--- src/rtl/fabclk_rst_pkg.sv ---
`default_nettype none
// ============================================================================
//  Module      : fabclk_rst_pkg
//  Description : Shared state encodings and reset-cause codes for the fabric
//                clock reset sequencer.
//  Revision    : 1.0 - initial release
// ============================================================================
package fabclk_rst_pkg;

    // Sequencer states; the numeric values are exported on SEQ_STATE
    typedef enum logic [2:0] {
        WAIT_LOCK  = 3'd0,
        STABILISE  = 3'd1,
        REL_FABRIC = 3'd2,
        RUN        = 3'd3,
        DBG_HOLD   = 3'd4
    } seq_state_t;

    // Cause of the most recent reset, reported on RESET_CAUSE
    localparam logic [1:0] CAUSE_POR  = 2'b00;
    localparam logic [1:0] CAUSE_LOCK = 2'b01;
    localparam logic [1:0] CAUSE_BTN  = 2'b10;
    localparam logic [1:0] CAUSE_DBG  = 2'b11;

endpackage : fabclk_rst_pkg
`default_nettype wire

--- src/rtl/rst_sync_debounce.sv ---
`default_nettype none
// ============================================================================
//  Module      : rst_sync_debounce
//  Description : Multi-flop synchroniser for an asynchronous level, with an
//                optional debounce stage. With DEBOUNCE_CYCLES = 0 the
//                synchroniser output is passed straight through; otherwise
//                the output only follows after the synchronised level has
//                held for DEBOUNCE_CYCLES consecutive cycles (resets to 1).
//  Revision    : 1.0 - initial release
// ============================================================================
module rst_sync_debounce #(
    parameter int SYNC_STAGES     = 2,
    parameter int DEBOUNCE_CYCLES = 0
) (
    input  logic clk,
    input  logic rst,
    input  logic i_async,
    output logic o_level
);

    logic [SYNC_STAGES-1:0] r_sync;
    logic                   w_sync_out;

    // Shift the asynchronous input through the synchroniser chain
    always_ff @(posedge clk) begin
        if (rst) begin
            r_sync <= '0;
        end else begin
            r_sync <= {r_sync[SYNC_STAGES-2:0], i_async};
        end
    end

    assign w_sync_out = r_sync[SYNC_STAGES-1];

    generate
        if (DEBOUNCE_CYCLES == 0) begin : g_sync_only
            assign o_level = w_sync_out;
        end else begin : g_debounce
            localparam int             c_cnt_w = $clog2(DEBOUNCE_CYCLES + 1);
            localparam logic [c_cnt_w-1:0] c_last = c_cnt_w'(DEBOUNCE_CYCLES - 1);

            logic [c_cnt_w-1:0] r_cnt;
            logic               r_level;

            // Accept a new level only after it has been stable long enough;
            // any return to the current level restarts the count
            always_ff @(posedge clk) begin
                if (rst) begin
                    r_cnt   <= '0;
                    r_level <= 1'b1;
                end else if (w_sync_out == r_level) begin
                    r_cnt   <= '0;
                end else if (r_cnt == c_last) begin
                    r_level <= w_sync_out;
                    r_cnt   <= '0;
                end else begin
                    r_cnt   <= r_cnt + 1'b1;
                end
            end

            assign o_level = r_level;
        end
    endgenerate

endmodule : rst_sync_debounce
`default_nettype wire

--- src/rtl/fabclk_reset_sequencer.sv ---
`default_nettype none
// ============================================================================
//  Module      : fabclk_reset_sequencer
//  Description : Sequences the active-low fabric and CPU resets from PLL lock,
//                the debounced push-button and the debug reset request.
//                Tracks a sticky lock-lost flag and the cause of the last reset.
//  Revision    : 1.0 - initial release
// ============================================================================
module fabclk_reset_sequencer
    import fabclk_rst_pkg::*;
#(
    parameter int SYNC_STAGES        = 2,
    parameter int LOCK_STABLE_CYCLES = 1024,
    parameter int DEBOUNCE_CYCLES    = 50000,
    parameter int CPU_DELAY_CYCLES   = 16,
    parameter int NDM_HOLD_CYCLES    = 32
) (
    input  logic       CLK,
    input  logic       RESET,
    input  logic       PLL_LOCK,
    input  logic       EXT_RST_N,
    input  logic       NDM_RESET,
    input  logic       CLR_STICKY,
    output logic       FABRIC_RESET_N,
    output logic       CPU_RESET_N,
    output logic [2:0] SEQ_STATE,
    output logic       LOCK_LOST,
    output logic [1:0] RESET_CAUSE
);

    localparam int c_stab_w = $clog2(LOCK_STABLE_CYCLES + 1);
    localparam int c_cpu_w  = $clog2(CPU_DELAY_CYCLES + 1);
    localparam int c_hold_w = $clog2(NDM_HOLD_CYCLES + 1);

    localparam logic [c_stab_w-1:0] c_stab_last = c_stab_w'(LOCK_STABLE_CYCLES - 1);
    localparam logic [c_cpu_w-1:0]  c_cpu_last  = c_cpu_w'(CPU_DELAY_CYCLES - 1);
    localparam logic [c_hold_w-1:0] c_hold_last = c_hold_w'(NDM_HOLD_CYCLES - 1);

    logic                w_lock_s;
    logic                w_btn_deb;

    seq_state_t          r_state;
    seq_state_t          w_next_state;
    logic [c_stab_w-1:0] r_stab_cnt;
    logic [c_cpu_w-1:0]  r_cpu_cnt;
    logic [c_hold_w-1:0] r_hold_cnt;
    logic                r_fabric_rst_n;
    logic                r_cpu_rst_n;
    logic                r_lock_lost;
    logic [1:0]          r_cause;
    logic [1:0]          w_cause_next;
    logic                w_set_lost;
    logic                w_fabric_rst_n_next;
    logic                w_cpu_rst_n_next;

    rst_sync_debounce #(
        .SYNC_STAGES     (SYNC_STAGES),
        .DEBOUNCE_CYCLES (0)
    ) u_lock_sync (
        .clk     (CLK),
        .rst     (RESET),
        .i_async (PLL_LOCK),
        .o_level (w_lock_s)
    );

    rst_sync_debounce #(
        .SYNC_STAGES     (SYNC_STAGES),
        .DEBOUNCE_CYCLES (DEBOUNCE_CYCLES)
    ) u_btn_sync (
        .clk     (CLK),
        .rst     (RESET),
        .i_async (EXT_RST_N),
        .o_level (w_btn_deb)
    );

    // Next state, reset cause and registered-output targets; lock loss has top priority
    always_comb begin
        w_next_state = r_state;
        w_cause_next = r_cause;
        w_set_lost   = 1'b0;

        if (r_state != WAIT_LOCK && !w_lock_s) begin
            w_next_state = WAIT_LOCK;
            w_cause_next = CAUSE_LOCK;
            w_set_lost   = r_fabric_rst_n;
        end else if (r_state != WAIT_LOCK && !w_btn_deb) begin
            w_next_state = WAIT_LOCK;
            w_cause_next = CAUSE_BTN;
        end else begin
            case (r_state)
                WAIT_LOCK:  if (w_lock_s && w_btn_deb) w_next_state = STABILISE;
                STABILISE:  if (r_stab_cnt == c_stab_last) w_next_state = REL_FABRIC;
                REL_FABRIC: if (r_cpu_cnt == c_cpu_last) w_next_state = RUN;
                RUN: begin
                    if (NDM_RESET) begin
                        w_next_state = DBG_HOLD;
                        w_cause_next = CAUSE_DBG;
                    end
                end
                DBG_HOLD:   if (r_hold_cnt == c_hold_last && !NDM_RESET) w_next_state = REL_FABRIC;
                default:    w_next_state = WAIT_LOCK;
            endcase
        end

        // Fabric follows the next state directly; the CPU is released one cycle
        // after RUN is reached but drops together with the fabric on any exit
        w_fabric_rst_n_next = (w_next_state == REL_FABRIC) || (w_next_state == RUN) ||
                              (w_next_state == DBG_HOLD);
        w_cpu_rst_n_next    = (r_state == RUN) && (w_next_state == RUN);
    end

    // State, registered resets, sticky flag and cause
    always_ff @(posedge CLK) begin
        if (RESET) begin
            r_state        <= WAIT_LOCK;
            r_fabric_rst_n <= 1'b0;
            r_cpu_rst_n    <= 1'b0;
            r_lock_lost    <= 1'b0;
            r_cause        <= CAUSE_POR;
        end else begin
            r_state        <= w_next_state;
            r_fabric_rst_n <= w_fabric_rst_n_next;
            r_cpu_rst_n    <= w_cpu_rst_n_next;
            r_cause        <= w_cause_next;
            if (w_set_lost) begin
                r_lock_lost <= 1'b1;
            end else if (CLR_STICKY) begin
                r_lock_lost <= 1'b0;
            end
        end
    end

    // Per-state saturating counters, cleared whenever their state is not being held
    always_ff @(posedge CLK) begin
        if (RESET) begin
            r_stab_cnt <= '0;
            r_cpu_cnt  <= '0;
            r_hold_cnt <= '0;
        end else begin
            if (r_state == STABILISE && w_next_state == STABILISE) begin
                if (r_stab_cnt != c_stab_last) r_stab_cnt <= r_stab_cnt + 1'b1;
            end else begin
                r_stab_cnt <= '0;
            end

            if (r_state == REL_FABRIC && w_next_state == REL_FABRIC) begin
                if (r_cpu_cnt != c_cpu_last) r_cpu_cnt <= r_cpu_cnt + 1'b1;
            end else begin
                r_cpu_cnt <= '0;
            end

            if (r_state == DBG_HOLD && w_next_state == DBG_HOLD) begin
                if (r_hold_cnt != c_hold_last) r_hold_cnt <= r_hold_cnt + 1'b1;
            end else begin
                r_hold_cnt <= '0;
            end
        end
    end

    assign FABRIC_RESET_N = r_fabric_rst_n;
    assign CPU_RESET_N    = r_cpu_rst_n;
    assign SEQ_STATE      = r_state;
    assign LOCK_LOST      = r_lock_lost;
    assign RESET_CAUSE    = r_cause;

endmodule : fabclk_reset_sequencer
`default_nettype wire

--- config.mk ---
export PLATFORM = sky130hd
export DESIGN_NAME = fabclk_reset_sequencer
export DESIGN_NICKNAME = d
export VERILOG_FILES = /design/src/rtl/fabclk_rst_pkg.sv /design/src/rtl/rst_sync_debounce.sv /design/src/rtl/fabclk_reset_sequencer.sv
export SDC_FILE = /design/constraint.sdc
export NUM_CORES = 1
export LEC_CHECK = 0
export CORE_MARGIN = 2
export CORE_UTILIZATION = 55
export CTS_CLUSTER_SIZE = 24
export DETAILED_ROUTE_END_ITERATION = 6
export PLACE_DENSITY = 0.72
export SYNTH_ARGS = -nofsm -noshare
export SYNTH_HDL_FRONTEND = slang
export SYNTH_HIERARCHICAL = 1
export SYNTH_SLANG_ARGS = --single-unit
--- constraint.sdc ---
create_clock -name CLK -period 5.7 [get_ports CLK]
set_clock_uncertainty 0.1 [all_clocks]
set_input_delay 1.71 -clock CLK [delete_from_list [all_inputs] [get_ports CLK]]
set_output_delay 1.71 -clock CLK [all_outputs]
set_load 0.01 [all_outputs]
# Word level (Yosys, flattened, before mapping)

Cells that the tools add are included.

Output and inout port bits: 8
Word-level logic and storage cells: 80
Flip-flop bits (word level): 51
Input port bits: 6

Equal/unequal tests: 16
Bitwise gates (word level): 4
Add/sub/neg operators: 4
Reductions and logical operators: 28
Mux-type cells: 15

Operator list:

| kind                                                     | count |
|---|---|
| two-way mux 3 bit                                        | 7 |
| adder 16 x 1 -> 16 bit (second input constant)           | 1 |
| == test 16 bit (second input constant)                   | 1 |
| case mux 3 bit (5 select lines)                          | 1 |
| == test 3 x 2 -> 1 bit (second input constant)           | 4 |
| adder 11 x 1 -> 11 bit (second input constant)           | 1 |
| == test 11 x 10 -> 1 bit (second input constant)         | 1 |
| inequality test 11 x 10 -> 1 bit (second input constant) | 1 |
| nonzero test 3 bit                                       | 3 |
| logical AND 1 bit                                        | 8 |
| OR reduction 2 bit                                       | 4 |
| adder 6 x 1 -> 6 bit (second input constant)             | 1 |
| == test 3 x 1 -> 1 bit (second input constant)           | 2 |
| == test 3 bit (second input constant)                    | 2 |
| == test 6 x 5 -> 1 bit (second input constant)           | 1 |
| two-way mux 2 bit                                        | 3 |
| inequality test 6 x 5 -> 1 bit (second input constant)   | 1 |
| AND reduction 2 bit                                      | 3 |
| nonzero test 2 bit                                       | 3 |
| adder 5 x 1 -> 5 bit (second input constant)             | 1 |
| == test 5 x 4 -> 1 bit (second input constant)           | 1 |
| inequality test 5 x 4 -> 1 bit (second input constant)   | 1 |
| two-way mux 1 bit                                        | 4 |
| NOT 1 bit                                                | 4 |
| other kinds (5)                                          | 8 |

# Depth between registers and ports, before layout

Depth after elaboration: 10
Gate-level depth with buffers: 9
Mapped depth without buffers: 7

# Hierarchy

The synthesis kept the hierarchy.

By module, submodules not included:

| module                           | sequential area each (um^2) | area an instance (um^2) | times used | cells an instance |
|---|---|---|---|---|
| fabclk_reset_sequencer           | 600.6                       | 1,487.7                 | 1          | 164 |
| rst_sync_debounce at u_btn_sync  | 380.4                       | 807.0                   | 1          | 88 |
| rst_sync_debounce at u_lock_sync | 40.0                        | 52.6                    | 1          | 4 |

# Least setup slack after synthesis

OpenSTA, ideal clock, no wires.

Path kind: input to register
From: input RESET
To: register r_stab_cnt[10]
Data required time: 5.512 ns
Stages on the path: 5
Library setup time: 0.088 ns
Arrival time: 2.691 ns
Path slack: 2.821 ns
Path buffers: 1
Cells stage by stage: nor4bb_1 -> a21oi_1 -> a311o_1 -> buf_6 -> a311oi_2

Word-level cells in the longest chain between the ends: 1

RTL lines:

| what                         | RTL line                      | source |
|---|---|---|
| start: declaration           | fabclk_reset_sequencer.sv:19  | `input logic RESET,` |
| OR reduction 2 bit (no line) | n/a                           |  |
| end signal: assignment       | fabclk_reset_sequencer.sv:141 | `if (r_stab_cnt != c_stab_last) r_stab_cnt <= r_stab_cnt + 1'b1;` |
| end: declaration             | fabclk_reset_sequencer.sv:44  | `logic [c_stab_w-1:0] r_stab_cnt;` |

No other way between the ends.
A chain may end at the register's enable or synchronous reset.

# Worst setup path in the final report

Same ends and word-level chain as after synthesis.

==> results.md <==
- Total track usage: 17.8%
- Non-Filler Instances: around 320
- Clock tree buffer depth: 2
- Syn Nets: 267
- Routed wl met2: 1.73 mm
- Pwr/cell area: 261 mW/mm^2
- Worst slew margin: between 60% and 70%
- CTS-repair resized insts: 0
- Antenna diodes: 0
- Register area share after synthesis: between 40 and 50%
- Initial Util: 57.8%
- Hold violation total from the final report: 0
- Setup WS post-layout: 2290 ps
- Final worst-path cycle share: 59.8%
- Total CTS buffers: 5
- Clock Tree Root: clkbuf_8
- Least-Margin Pin Slew: 561 ps
- FF-to-FF Start: r_cpu_cnt[0]$_SDFFE_PP0N_
- I/O pin total: 14
- Aggregate global routing overflow: 0
- Setup bufs post-CTS: 0
- Drt pass-1 iters: 4
- DRC viols: 0
- Syn Inst Count: roughly 260
- GPL Wtd Cong: 0.791
- Number of global-route vias before repair: 1595
- Startpoint types: primary input
- Largest net degree at the start of global routing: 17
- Top Family by Delay on Critical Path: compound AO/OA/AOI/OAI gates
- Number of buffer and inverter stages on the critical path: 1
- Vias post-DR: between 1.5k and 2k
- Placed Cells: 313
- Warnings, synthesis: 6
- Ys async rst share: 0%
- Avg Cell Area, Syn: between 9 and 10 sq um
- Layout area overhead: 11.7%
- Worst r2r path cells: 7
- Max frequency: approximately 290 MHz
- NumNets Final: 281
- Critical path class: in2reg
- RSZ-0062 raised after global routing: no
- DR iter-0 viols: roughly 90
- Die Y: 69.3 um
- Worst R2R End: r_stab_cnt[2]$_SDFFE_PP0N_
- Number of synthesized flops with an enable pin: 0
- Final TNS setup: 0 ps
- Post-DRT Antenna Nets: 0
- CTS tree: done
- Peak supply drop: 177 uV
- Final min period: around 3400 ps
- Yosys cell types: 55
- Die area: 0.00481 sq mm
- Post-cts hold buffer count: 0
- Clock transition at the registers of the reported paths: 90 ps
- Pins Over Slew Limit: 0
- Setup slack at placement: around 2000 ps
- Row count: 23
- Max Used Layer: met4
- Port bufs: 13
- Die X: 69.3 um
- Final setup vio count: 0
- Hold Startpoint: r_stab_cnt[10]$_SDFFE_PP0N_
- Crit-path slowest cell: clkdlybuf4s50_1
- CTS Sinks: 51
- Required time of the critical path: 5830 ps
- Hold Crit Class: reg2reg
- FF+latch count, synth: 51
- End of the worst hold path: r_stab_cnt[10]$_SDFFE_PP0N_
- Initial antenna violation count: 0
- Leakage: roughly 0.86 nW
- Critical path endpoint category: register
- Share of cells above drive strength 1: 6.64%
- Fill count: 331
- Mean routed wirelength per cell: 12.4 um
- HPWL after DPL: between 2 and 3 mm
- First-pass GRT wire length: 6.98 mm
- CP Cell Sequence: clkdlybuf4s50_1, nor4bb_1, a21oi_1, a311o_1, a311oi_2
- Met1 wire length: approximately 2.0 mm
- Post-synth top flop: dfxtp_1
- Vias per inst: approximately 5.5
- Slowest cell delay on critical path: approximately 620 ps
- R2r setup slk: between 3000 and 4000 ps
- Max cap viols: 0
- Min-Delay Path Depth: 2
- H-tree levels: 2
- Clock latency on the worst-skew pair: 310 ps
- Run status: completed
- Synth Cell Area: between 0.002 and 0.0025 sq mm
- Core area: 0.00406 sq mm
- Crit path DAT: 3540 ps
- CP max FO: 13
- Overall power: 0.684 mW
- Met3 WL: 171 um
- Post-Route WL: 3.98 mm
==> metal layers <==
| layer | vias up | global-route usage (%) |
|---|---|---|
| met4 | 0 | 7.19 |
| met2 | 39 | 25.6 |
| met3 | 5 | 5.96 |
| met1 | 796 | 24.5 |
| met5 | - | 0 |
| li1 | 937 | - |
==> synth_stat cells (all sizes together) (5+ instances only) <==
cell,number,area [sq um]
ha,5,62.6
and3,6,38.8
inv,8,30.0
dfxtp,51,1020
nor2,41,154
nor3,10,55.1
nor2b,7,43.8
nand3,11,55.1
nand2,7,33.8
o21ai,8,40.0
nand4,5,31.3
a21oi,12,60.1
xnor2,21,184
==> cell usage in the layout, fill, tap and decap left out, drive strengths merged, types with 2 or more instances in the layout <==
cell / count
dfxtp: 51
nor2: 41
xnor2: 21
clkdlybuf4s50: 13
a21oi: 12
nand3: 11
nor3: 10
inv: 8
o21ai: 8
nor2b: 7
nand2: 7
and3: 6
nand4: 5
ha: 5
clkbuf: 5
and3b: 4
or3: 4
xor2: 4
nor4: 4
o31ai: 3
mux2i: 3
or2: 3
nand3b: 2
nand2b: 2
and2: 2
nand4b: 2
a211o: 2
bufinv: 2
or3b: 2
a311oi: 2
or4: 2
or4b: 2
==> power by group <==
part           total (mW)  internal (mW)  switching, mW
clock               0.296          0.175          0.121
sequential          0.365          0.360        0.00420
combinational      0.0234         0.0121         0.0113
==> state kept, by name, summed over array words and instances (netlist names), 2 cells and up <==
| register | cells |
|---|---|
| RESET_CAUSE | 2 |
| u_btn_sync/g_debounce.r_cnt | 16 |
| r_hold_cnt | 6 |
| u_lock_sync/r_sync | 2 |
| r_cpu_cnt | 5 |
| u_btn_sync/r_sync | 2 |
| r_stab_cnt | 11 |
| SEQ_STATE | 3 |
==> tightest hold or removal path: stages (launching register included) <==
cell,delay (ps)
dfxtp_1,320
inv_1,60
a311oi_2,30
==> how the worst max path moves through the flow <==
stage | start | to | slack [ps] | depth (start not counted)
3_5_place_dp | RESET | r_stab_cnt[10]$_SDFFE_PP0N_ | 1980 | 5
4_1_cts | RESET | r_stab_cnt[10]$_SDFFE_PP0N_ | 2300 | 5
5_1_grt | RESET | r_stab_cnt[10]$_SDFFE_PP0N_ | 2190 | 5
3_3_place_gp | RESET | r_stab_cnt[10]$_SDFFE_PP0N_ | 2000 | 5
2_1_floorplan | RESET | r_stab_cnt[10]$_SDFFE_PP0N_ | 2820 | 5
6_report | RESET | r_stab_cnt[10]$_SDFFE_PP0N_ | 2290 | 5
==> area by class of cell <==
| class | count | area (sq um) | area share (%) |
|---|---|---|---|
| multi-input combinational | 191 | 1240 | 47.4 |
| tap | 50 | 62.6 | 2.39 |
| inverter | 8 | 30.0 | 1.15 |
| sequential | 51 | 1020 | 38.9 |
| clock inverter | 3 | 67.6 | 2.58 |
| clock buffer | 5 | 68.8 | 2.62 |
| timing repair buffer | 13 | 130 | 4.96 |
==> kinds of logic after synthesis <==
kind of cell,Yosys count,share of synthesized area [%]
and+or+nand+nor,120,28.5
adders and majority gates,5,2.67
AOI/OAI and AO/OA,38,11.1
muxes,3,1.28
buffers and inverters,14,3.57
xor gates and xnor gates,25,9.33
DFF,51,43.5
==> per-stage QoR <==
step	hold slack [ps]	util, %	instance area (sq um)
6_report	350	64.6	2620
5_1_grt	373	64.6	2620
4_1_cts	350	64.6	2620
3_5_place_dp	334	61.3	2490
3_3_place_gp	317	61.3	2490
2_1_floorplan	314	-	2350
(Power assumes the default switching activity.)
